## src/rtl/core_pkg.sv

```systemverilog
// Shared core definitions: register-file widths, writeback requester ids,
// the writeback request record and a one-hot to index helper.
package core_pkg;

  localparam int REG_W  = 5;
  localparam int DATA_W = 32;

  localparam int REQ_ALU = 0;
  localparam int REQ_MEM = 1;
  localparam int REQ_FPU = 2;

  typedef struct packed {
    logic              isf;
    logic [REG_W-1:0]  regidx;
    logic [DATA_W-1:0] data;
  } wb_req_t;

  // Index of the set bit of a one-hot vector (up to 8 requesters).
  function automatic logic [2:0] onehot_idx8(input logic [7:0] oh);
    logic [2:0] idx;
    idx = 3'd0;
    for (int i = 0; i < 8; i++) begin
      idx = idx | ({3{oh[i]}} & 3'(i));
    end
    return idx;
  endfunction

endpackage

```

## src/rtl/wb_pick.sv

```systemverilog
// Combinational one-hot picker. With WB_ARB_RR_EN defined the search starts
// at ptr_i and wraps; otherwise the lowest-index request wins.
module wb_pick #(
  parameter int NREQ  = 3,
  parameter int PTR_W = 2
) (
`ifdef WB_ARB_RR_EN
  input  logic [PTR_W-1:0] ptr_i,
`endif
  input  logic [NREQ-1:0]  req_i,
  output logic [NREQ-1:0]  gnt_o
);

  // First requester found in search order takes the grant.
  always_comb begin
    logic found;
    int   idx;
    gnt_o = '0;
    found = 1'b0;
    for (int k = 0; k < NREQ; k++) begin
`ifdef WB_ARB_RR_EN
      idx = (int'(ptr_i) + k) % NREQ;
`else
      idx = k;
`endif
      if (!found && req_i[idx]) begin
        gnt_o[idx] = 1'b1;
        found      = 1'b1;
      end else begin
        found = found;
      end
    end
  end

endmodule

```

## src/rtl/wb_arbiter.sv

```systemverilog
// Writeback arbiter: shares the general and float register write ports among
// NREQ requesters. Define WB_ARB_RR_EN for round-robin, else fixed priority.
module wb_arbiter #(
  parameter int NREQ   = 3,
  parameter int DATA_W = 32,
  parameter int REG_W  = 5,
  parameter int CNT_W  = 16
) (
  input  logic                   clk,
  input  logic                   rstn,
  input  logic [NREQ-1:0]        req_valid,
  input  logic [NREQ-1:0]        req_isf,
  input  logic [NREQ*REG_W-1:0]  req_reg,
  input  logic [NREQ*DATA_W-1:0] req_data,
  output logic [NREQ-1:0]        req_ready,
  output logic                   wgenable,
  output logic [REG_W-1:0]       wgreg,
  output logic [DATA_W-1:0]      wgdata,
  output logic                   wfenable,
  output logic [REG_W-1:0]       wfreg,
  output logic [DATA_W-1:0]      wfdata,
  output logic [CNT_W-1:0]       conflict_cnt
);

  import core_pkg::*;

  localparam int PTR_W = (NREQ > 1) ? $clog2(NREQ) : 1;

  logic [NREQ-1:0]   g_req_s, f_req_s, g_gnt_s, f_gnt_s;
  logic [REG_W-1:0]  g_reg_s, f_reg_s;
  logic [DATA_W-1:0] g_data_s, f_data_s;
  logic              conflict_s;

  logic              wgen_q, wgen_d, wfen_q, wfen_d;
  logic [REG_W-1:0]  wgreg_q, wgreg_d, wfreg_q, wfreg_d;
  logic [DATA_W-1:0] wgdata_q, wgdata_d, wfdata_q, wfdata_d;
  logic [CNT_W-1:0]  cnt_q, cnt_d;

  assign g_req_s = req_valid & ~req_isf;
  assign f_req_s = req_valid &  req_isf;

`ifdef WB_ARB_RR_EN
  logic [PTR_W-1:0] ptr_g_q, ptr_g_d, ptr_f_q, ptr_f_d;

  wb_pick #(.NREQ(NREQ), .PTR_W(PTR_W)) u_pick_g (
    .ptr_i(ptr_g_q), .req_i(g_req_s), .gnt_o(g_gnt_s)
  );
  wb_pick #(.NREQ(NREQ), .PTR_W(PTR_W)) u_pick_f (
    .ptr_i(ptr_f_q), .req_i(f_req_s), .gnt_o(f_gnt_s)
  );

  // Pointer moves just past the winner; unchanged without a grant.
  always_comb begin
    if (|g_gnt_s) begin
      ptr_g_d = PTR_W'((int'(onehot_idx8(8'(g_gnt_s))) + 1) % NREQ);
    end else begin
      ptr_g_d = ptr_g_q;
    end
    if (|f_gnt_s) begin
      ptr_f_d = PTR_W'((int'(onehot_idx8(8'(f_gnt_s))) + 1) % NREQ);
    end else begin
      ptr_f_d = ptr_f_q;
    end
  end

  // Round-robin pointer registers.
  always_ff @(posedge clk or negedge rstn) begin
    if (!rstn) begin
      ptr_g_q <= '0;
      ptr_f_q <= '0;
    end else begin
      ptr_g_q <= ptr_g_d;
      ptr_f_q <= ptr_f_d;
    end
  end
`else
  wb_pick #(.NREQ(NREQ), .PTR_W(PTR_W)) u_pick_g (
    .req_i(g_req_s), .gnt_o(g_gnt_s)
  );
  wb_pick #(.NREQ(NREQ), .PTR_W(PTR_W)) u_pick_f (
    .req_i(f_req_s), .gnt_o(f_gnt_s)
  );
`endif

  assign req_ready = rstn ? (g_gnt_s | f_gnt_s) : '0;

  // AND-OR payload mux driven by the one-hot grants.
  always_comb begin
    g_reg_s  = '0;
    f_reg_s  = '0;
    g_data_s = '0;
    f_data_s = '0;
    for (int i = 0; i < NREQ; i++) begin
      g_reg_s  = g_reg_s  | ({REG_W{g_gnt_s[i]}}  & req_reg[i*REG_W +: REG_W]);
      f_reg_s  = f_reg_s  | ({REG_W{f_gnt_s[i]}}  & req_reg[i*REG_W +: REG_W]);
      g_data_s = g_data_s | ({DATA_W{g_gnt_s[i]}} & req_data[i*DATA_W +: DATA_W]);
      f_data_s = f_data_s | ({DATA_W{f_gnt_s[i]}} & req_data[i*DATA_W +: DATA_W]);
    end
  end

  assign conflict_s = |(req_valid & ~(g_gnt_s | f_gnt_s));

  // Next-state for write ports; r0 of the general file is never enabled.
  always_comb begin
    wgen_d = (|g_gnt_s) && (g_reg_s != '0);
    wfen_d = |f_gnt_s;
    if (|g_gnt_s) begin
      wgreg_d  = g_reg_s;
      wgdata_d = g_data_s;
    end else begin
      wgreg_d  = wgreg_q;
      wgdata_d = wgdata_q;
    end
    if (|f_gnt_s) begin
      wfreg_d  = f_reg_s;
      wfdata_d = f_data_s;
    end else begin
      wfreg_d  = wfreg_q;
      wfdata_d = wfdata_q;
    end
    if (conflict_s && (cnt_q != '1)) begin
      cnt_d = cnt_q + CNT_W'(1);
    end else begin
      cnt_d = cnt_q;
    end
  end

  // Output and counter registers.
  always_ff @(posedge clk or negedge rstn) begin
    if (!rstn) begin
      wgen_q   <= 1'b0;
      wfen_q   <= 1'b0;
      wgreg_q  <= '0;
      wfreg_q  <= '0;
      wgdata_q <= '0;
      wfdata_q <= '0;
      cnt_q    <= '0;
    end else begin
      wgen_q   <= wgen_d;
      wfen_q   <= wfen_d;
      wgreg_q  <= wgreg_d;
      wfreg_q  <= wfreg_d;
      wgdata_q <= wgdata_d;
      wfdata_q <= wfdata_d;
      cnt_q    <= cnt_d;
    end
  end

  assign wgenable     = wgen_q;
  assign wgreg        = wgreg_q;
  assign wgdata       = wgdata_q;
  assign wfenable     = wfen_q;
  assign wfreg        = wfreg_q;
  assign wfdata       = wfdata_q;
  assign conflict_cnt = cnt_q;

endmodule
```

## config.mk

```make
export PLATFORM = sky130hd
export DESIGN_NAME = wb_arbiter
export DESIGN_NICKNAME = d
export VERILOG_FILES = /design/src/rtl/core_pkg.sv /design/src/rtl/wb_pick.sv /design/src/rtl/wb_arbiter.sv
export SDC_FILE = /design/constraint.sdc
export NUM_CORES = 1
export LEC_CHECK = 0
export BUFFER_PORTS_ARGS = -buffer_cell sky130_fd_sc_hd__buf_2
export CORE_ASPECT_RATIO = 1.75
export CORE_MARGIN = 5
export CORE_UTILIZATION = 46
export DETAILED_ROUTE_END_ITERATION = 16
export PLACE_DENSITY = 0.83
export SETUP_SLACK_MARGIN = 0.15
export SLEW_MARGIN = 0
export SYNTH_ARGS = -nofsm -noshare
export SYNTH_HDL_FRONTEND = slang
export SYNTH_SLANG_ARGS = --single-unit
```

## constraint.sdc

```tcl
create_clock -name clk -period 2 [get_ports clk]
set_input_delay 0.2 -clock clk [delete_from_list [all_inputs] [get_ports clk]]
set_output_delay 0.2 -clock clk [all_outputs]
set_load 0.1 [all_outputs]
```

# Word level (Yosys, flattened, before mapping)
# Index checks and enable logic that the tools add are counted.
# classes
n_bitwise	26
eq_ne	1
n_addsub	1
muxes	9
n_reduce_logical	14
# op_table
operator	n
$and A32 B32 Y32	6
$or A32 B32 Y32	4
$and A5 B5 Y5	6
$or A5 B5 Y5	4
$add A16 B1 Y16 const B	1
$ne A16 B16 Y1 const B	1
$and A3 B3 Y3	3
$reduce_or A3 Y1	3
$mux W1	8
$logic_and A1 B1 Y1	6
$not A3 Y3	2
$reduce_bool A5 Y1	1
$logic_not A1 Y1	4
$mux W3	1
$or A3 B3 Y3	1
# totals
inputBits	119
output_inout_bits	95
register_bits	92
wordCells	58

# Depth between registers and ports, before layout
# depth
word_depth	14
mapped_depth	8
ltp_nobuf	6

# By module
# A second synthesis with hierarchy kept.
# hier_totals
cells_unflattened	439
hier_area_um2	4489.3
# by_module_without_submodules
module	area_per_inst_um2	n_inst	seq_area_each_um2	cells_each
wb_arbiter	4436.8	1	2302.2	433
wb_pick	26.3	2	0.0	3

# Least setup slack after synthesis
# No wires, ideal clock.
# synth_timing
path_kind	in2out
from	input req_isf[1]
to	output req_ready[2]
path_slack_ns	-1.080
t_arrival_ns	2.880
required_time_ns	1.800
path_buffers	1
stages	4
path_cell_list	buf_2 -> xnor2_1 -> and2_4 -> a211oi_1
# synth_via
elab_chain_cells	9
word_cells_on_any_way	15
classes_between	5 x mux; 4 x bitwise; 6 x reduce/logical
# synth_lines
item	line_no	rtl
from (decl)	wb_arbiter.sv:12	input logic [NREQ-1:0] req_isf,
$not A3 Y3	wb_arbiter.sv:39	assign g_req_s = req_valid & ~req_isf;
$and A3 B3 Y3	wb_arbiter.sv:39	
$logic_and A1 B1 Y1	wb_pick.sv:26	if (!found && req_i[idx]) begin
$mux W1	wb_pick.sv:26	
$logic_not A1 Y1	wb_pick.sv:26	
$logic_and A1 B1 Y1	wb_pick.sv:26	
$mux W1	wb_pick.sv:26	
$or A3 B3 Y3 (*)	wb_arbiter.sv:85	assign req_ready = rstn ? (g_gnt_s | f_gnt_s) : '0;
$mux W3 (*)	wb_arbiter.sv:85	
to (decl)	wb_arbiter.sv:15	output logic [NREQ-1:0] req_ready,
# Mark *: on every way between the ends. The rest lies on a longest branch, timed or not.

# Final worst setup path
# layout_timing
from	register cnt_q[1], in the netlist conflict_cnt[1]
to	register cnt_q[5], in the netlist conflict_cnt[5]
# layout_via
elab_chain_cells	2
word_cells_on_any_way	3
classes_between	1 x add/sub; 1 x eq/ne; 1 x reduce/logical
# layout_lines
item	line_no	rtl
from (decl)	wb_arbiter.sv:37	logic [CNT_W-1:0] cnt_q, cnt_d;
from (signal assigned)	wb_arbiter.sv:145	cnt_q <= cnt_d;
branches (longest 2 deep; another with $add A16 B1 Y16)	n/a	
# Several ways; the timed one is not identified.
# A chain may end at the register's enable or synchronous reset.

==> metrics.md <==
| Metric | Value |
|---|---|
| Vias in the first global route | `5058` |
| Initial detailed-routing violation count | `479` |
| Longest Clk Path Bufs | `2` |
| RSZ-0062 raised after global routing | `false` |
| End-of-flow core utilization | `0.647` |
| Total GRT Usage | `0.266` |
| DRT antenna net count | `0` |
| F_max | `0.561 GHz` |
| Synthesized area per cell | `9.91 µm²` |
| Core area | `0.00935 mm²` |
| Status | `complete, no violations` |
| Starting Density | `0.466` |
| Distinct cells, synth | `42` |
| CP Data Required Time | `2.20 ns` |
| Commonest non-fill, non-tap cell in the layout | `buf_2` |
| DP Area | `0.00569 mm²` |
| Pwr dens | `1290 mW/mm²` |
| Post-route cell area | `0.00605 mm²` |
| Synth area leader | `dfrtp_1` |
| Fill count | `725` |
| DR vias | `4974` |
| First-pass GRT wire length | `25300 µm` |
| Worst Skew | `0.00526 ns` |
| CP max stage cell | `dfrtp_4` |
| Fin crit share | `0.891` |
| Worst EP arrival | `1.99 ns` |
| HP Class | `primary input to flip-flop` |
| Slew Limit Fails | `0` |
| Worst slew margin | `0.488` |
| Worst Tran Pin Value | `0.768 ns` |
| Gpl congestion | `0.867` |
| Final Hold Vio Count | `0` |
| Total CTS buffers | `9` |
| Total of max-cap violations | `0` |
| Worst VDD drop | `0.00102 V` |
| H-tree depth | `3` |
| Minimum clock period | `1.78 ns` |
| EDFF count, synth | `0` |
| DR vias/cell | `6.47` |
| Clock root buffer | `clkbuf_16` |
| Syn_nets | `560` |
| Hpwl dp | `11100 µm` |
| Clock net sink count | `92` |
| Commonest non-fill, non-tap cells in the layout | `209 x buf_2, 140 x o22ai_1, 76 x dfrtp_1` |
| Crit. End Element | `flip-flop` |
| Post-synthesis sequential area ratio | `0.528` |
| Mapped Area | `0.00436 mm²` |
| Pleak | `2.65 nW` |
| Diode count | `0` |
| Critical-path maximum fanout | `5` |
| Skew-Pair Late Insertion Delay | `0.34 ns` |
| Final setup viols | `0` |
| Initial antenna violation count | `0` |
| Drt total wl | `16000 µm` |
| Worst-path cell chain | `ha_4 > nand4_1 > or2_4 > nor2_4 > buf_4 > nor3_2 > xor2_1` |
| IO Count | `214` |
| Seq cells post-synth | `92` |
| Dominant register cell in the synthesized netlist | `dfrtp_1` |
| Final net count | `763` |
| Full die area | `0.0116 mm²` |
| DRT Pass-1 Iters | `6` |
| Routed WL per cell | `20.8 µm` |
| CP peak stage delay | `0.44 ns` |
| Port Buffers | `213` |
| CTS tree | `built` |
| Drt drc | `0` |
| Synth async-reset ratio | `1.00` |
| Layout area overhead | `38.8%` |
| Largest net degree at the start of global routing | `75` |
| Synth top area share | `0.528` |
| Share of cells above drive strength 1 | `0.442` |
| GR Overflow Total | `0` |
| WS Path Type | `flip-flop to flip-flop` |
| Synth Instances | `440` |
| Height of the die | `139 µm` |
| Die Span X | `83.6 µm` |
| Clock transition at the registers of the reported paths | `0.06 ns` |
| Yosys warning total | `0` |
| FP Rows | `47` |
| Synth area leaders | `dfrtp_1 53%, o22ai_1 20%, a21oi_1 8.2%` |
| CP startpoint kind | `flip-flop` |
==> cell families after synthesis <==
kind of cell	Yosys count	synth area share
adder cells (fa/ha/maj)	1	0.00287
AND/OR/NAND/NOR	62	0.0801
buffers and inverters	41	0.0388
flip-flops	92	0.528
XOR/XNOR	16	0.0321
AO/OA/AOI/OAI	225	0.311
multiplexers	3	0.00746
==> metrics by stage <==
step                power (mW)  cells  setup WS (ns)  setup TNS, ns  hold slack, ns
floorplan                 5.12    440         -0.110         -0.140         -0.0956
global placement          5.82    752          0.226              0           0.332
detailed placement        5.88    752          0.146              0           0.339
CTS                       7.78    768          0.160              0           0.166
global route              8.02    769          0.156              0           0.182
finish                    7.78    769          0.218              0           0.174
==> worst paths after layout <==
kind	from	to	slack, ns	depth (start not counted)
min in group asynchronous	rstn	conflict_cnt[8]	0.51	3
max in group asynchronous	rstn	wfdata[19]	0.96	3
max reg2reg	conflict_cnt[1]	conflict_cnt[5]	0.22	7
max	conflict_cnt[1]	conflict_cnt[5]	0.22	7
min	req_data[15]	wfdata[15]	0.17	3
min reg2reg	wgreg[2]	wgreg[2]	0.48	2
==> state kept, by name, indices dropped and copies added (netlist names) <==
| register | count |
|---|---|
| wfenable | 1 |
| wgreg | 5 |
| wfreg | 5 |
| wgenable | 1 |
| wfdata | 32 |
| conflict_cnt | 16 |
| wgdata | 32 |
==> final cells by class <==
type,instances,area (µm²),area share
inverters,2,7.51,0.00124
repair buffers,231,1250,0.207
clock inverters,5,103,0.0170
flip-flops and latches,92,2330,0.385
well taps,122,153,0.0252
multi-input cells,307,1980,0.327
clock buffers,10,229,0.0378
==> Yosys cell counts (5+ instances only) <==
cell type	instances
nand3_1	5
clkbuf_1	19
nor3_1	5
buf_2	6
a21oi_1	71
buf_1	13
a221oi_1	5
nand2_1	15
o22ai_1	140
nor2_1	10
xor2_1	13
dfrtp_1	92
==> routing by layer <==
layer / vias up / part of all wire / track usage
li1: 2140 / - / -
met1: 2426 / 0.35 / 0.301
met2: 349 / 0.54 / 0.475
met3: 59 / 0.084 / 0.0511
met4: 0 / 0.032 / 0.129
met5: - / 0 / 0
==> power by group <==
part | switching (mW) | internal, mW
Clock | 0.678 | 1.21
Combinational | 2.85 | 0.605
Sequential | 0.258 | 2.18
Total | 3.78 | 4.00
==> worst max-delay path, delay by kind of cell, from the launching register on <==
family,cells,cell delay [ns]
adders and majority gates,1,0.15
xor gates and xnor gates,1,0.16
DFF,1,0.44
buffers and inverters,1,0.19
and+or+nand+nor,4,0.71
==> repair_timing <==
action,CTS,global route
pin swaps,0,1
gates resized for setup,1,1
hold buffers,1,0
endpoints found under the hold margin,38,0
setup buffers,0,1
setup endpoints to repair,1,10
Note: power is estimated with default switching activity, not from simulation.
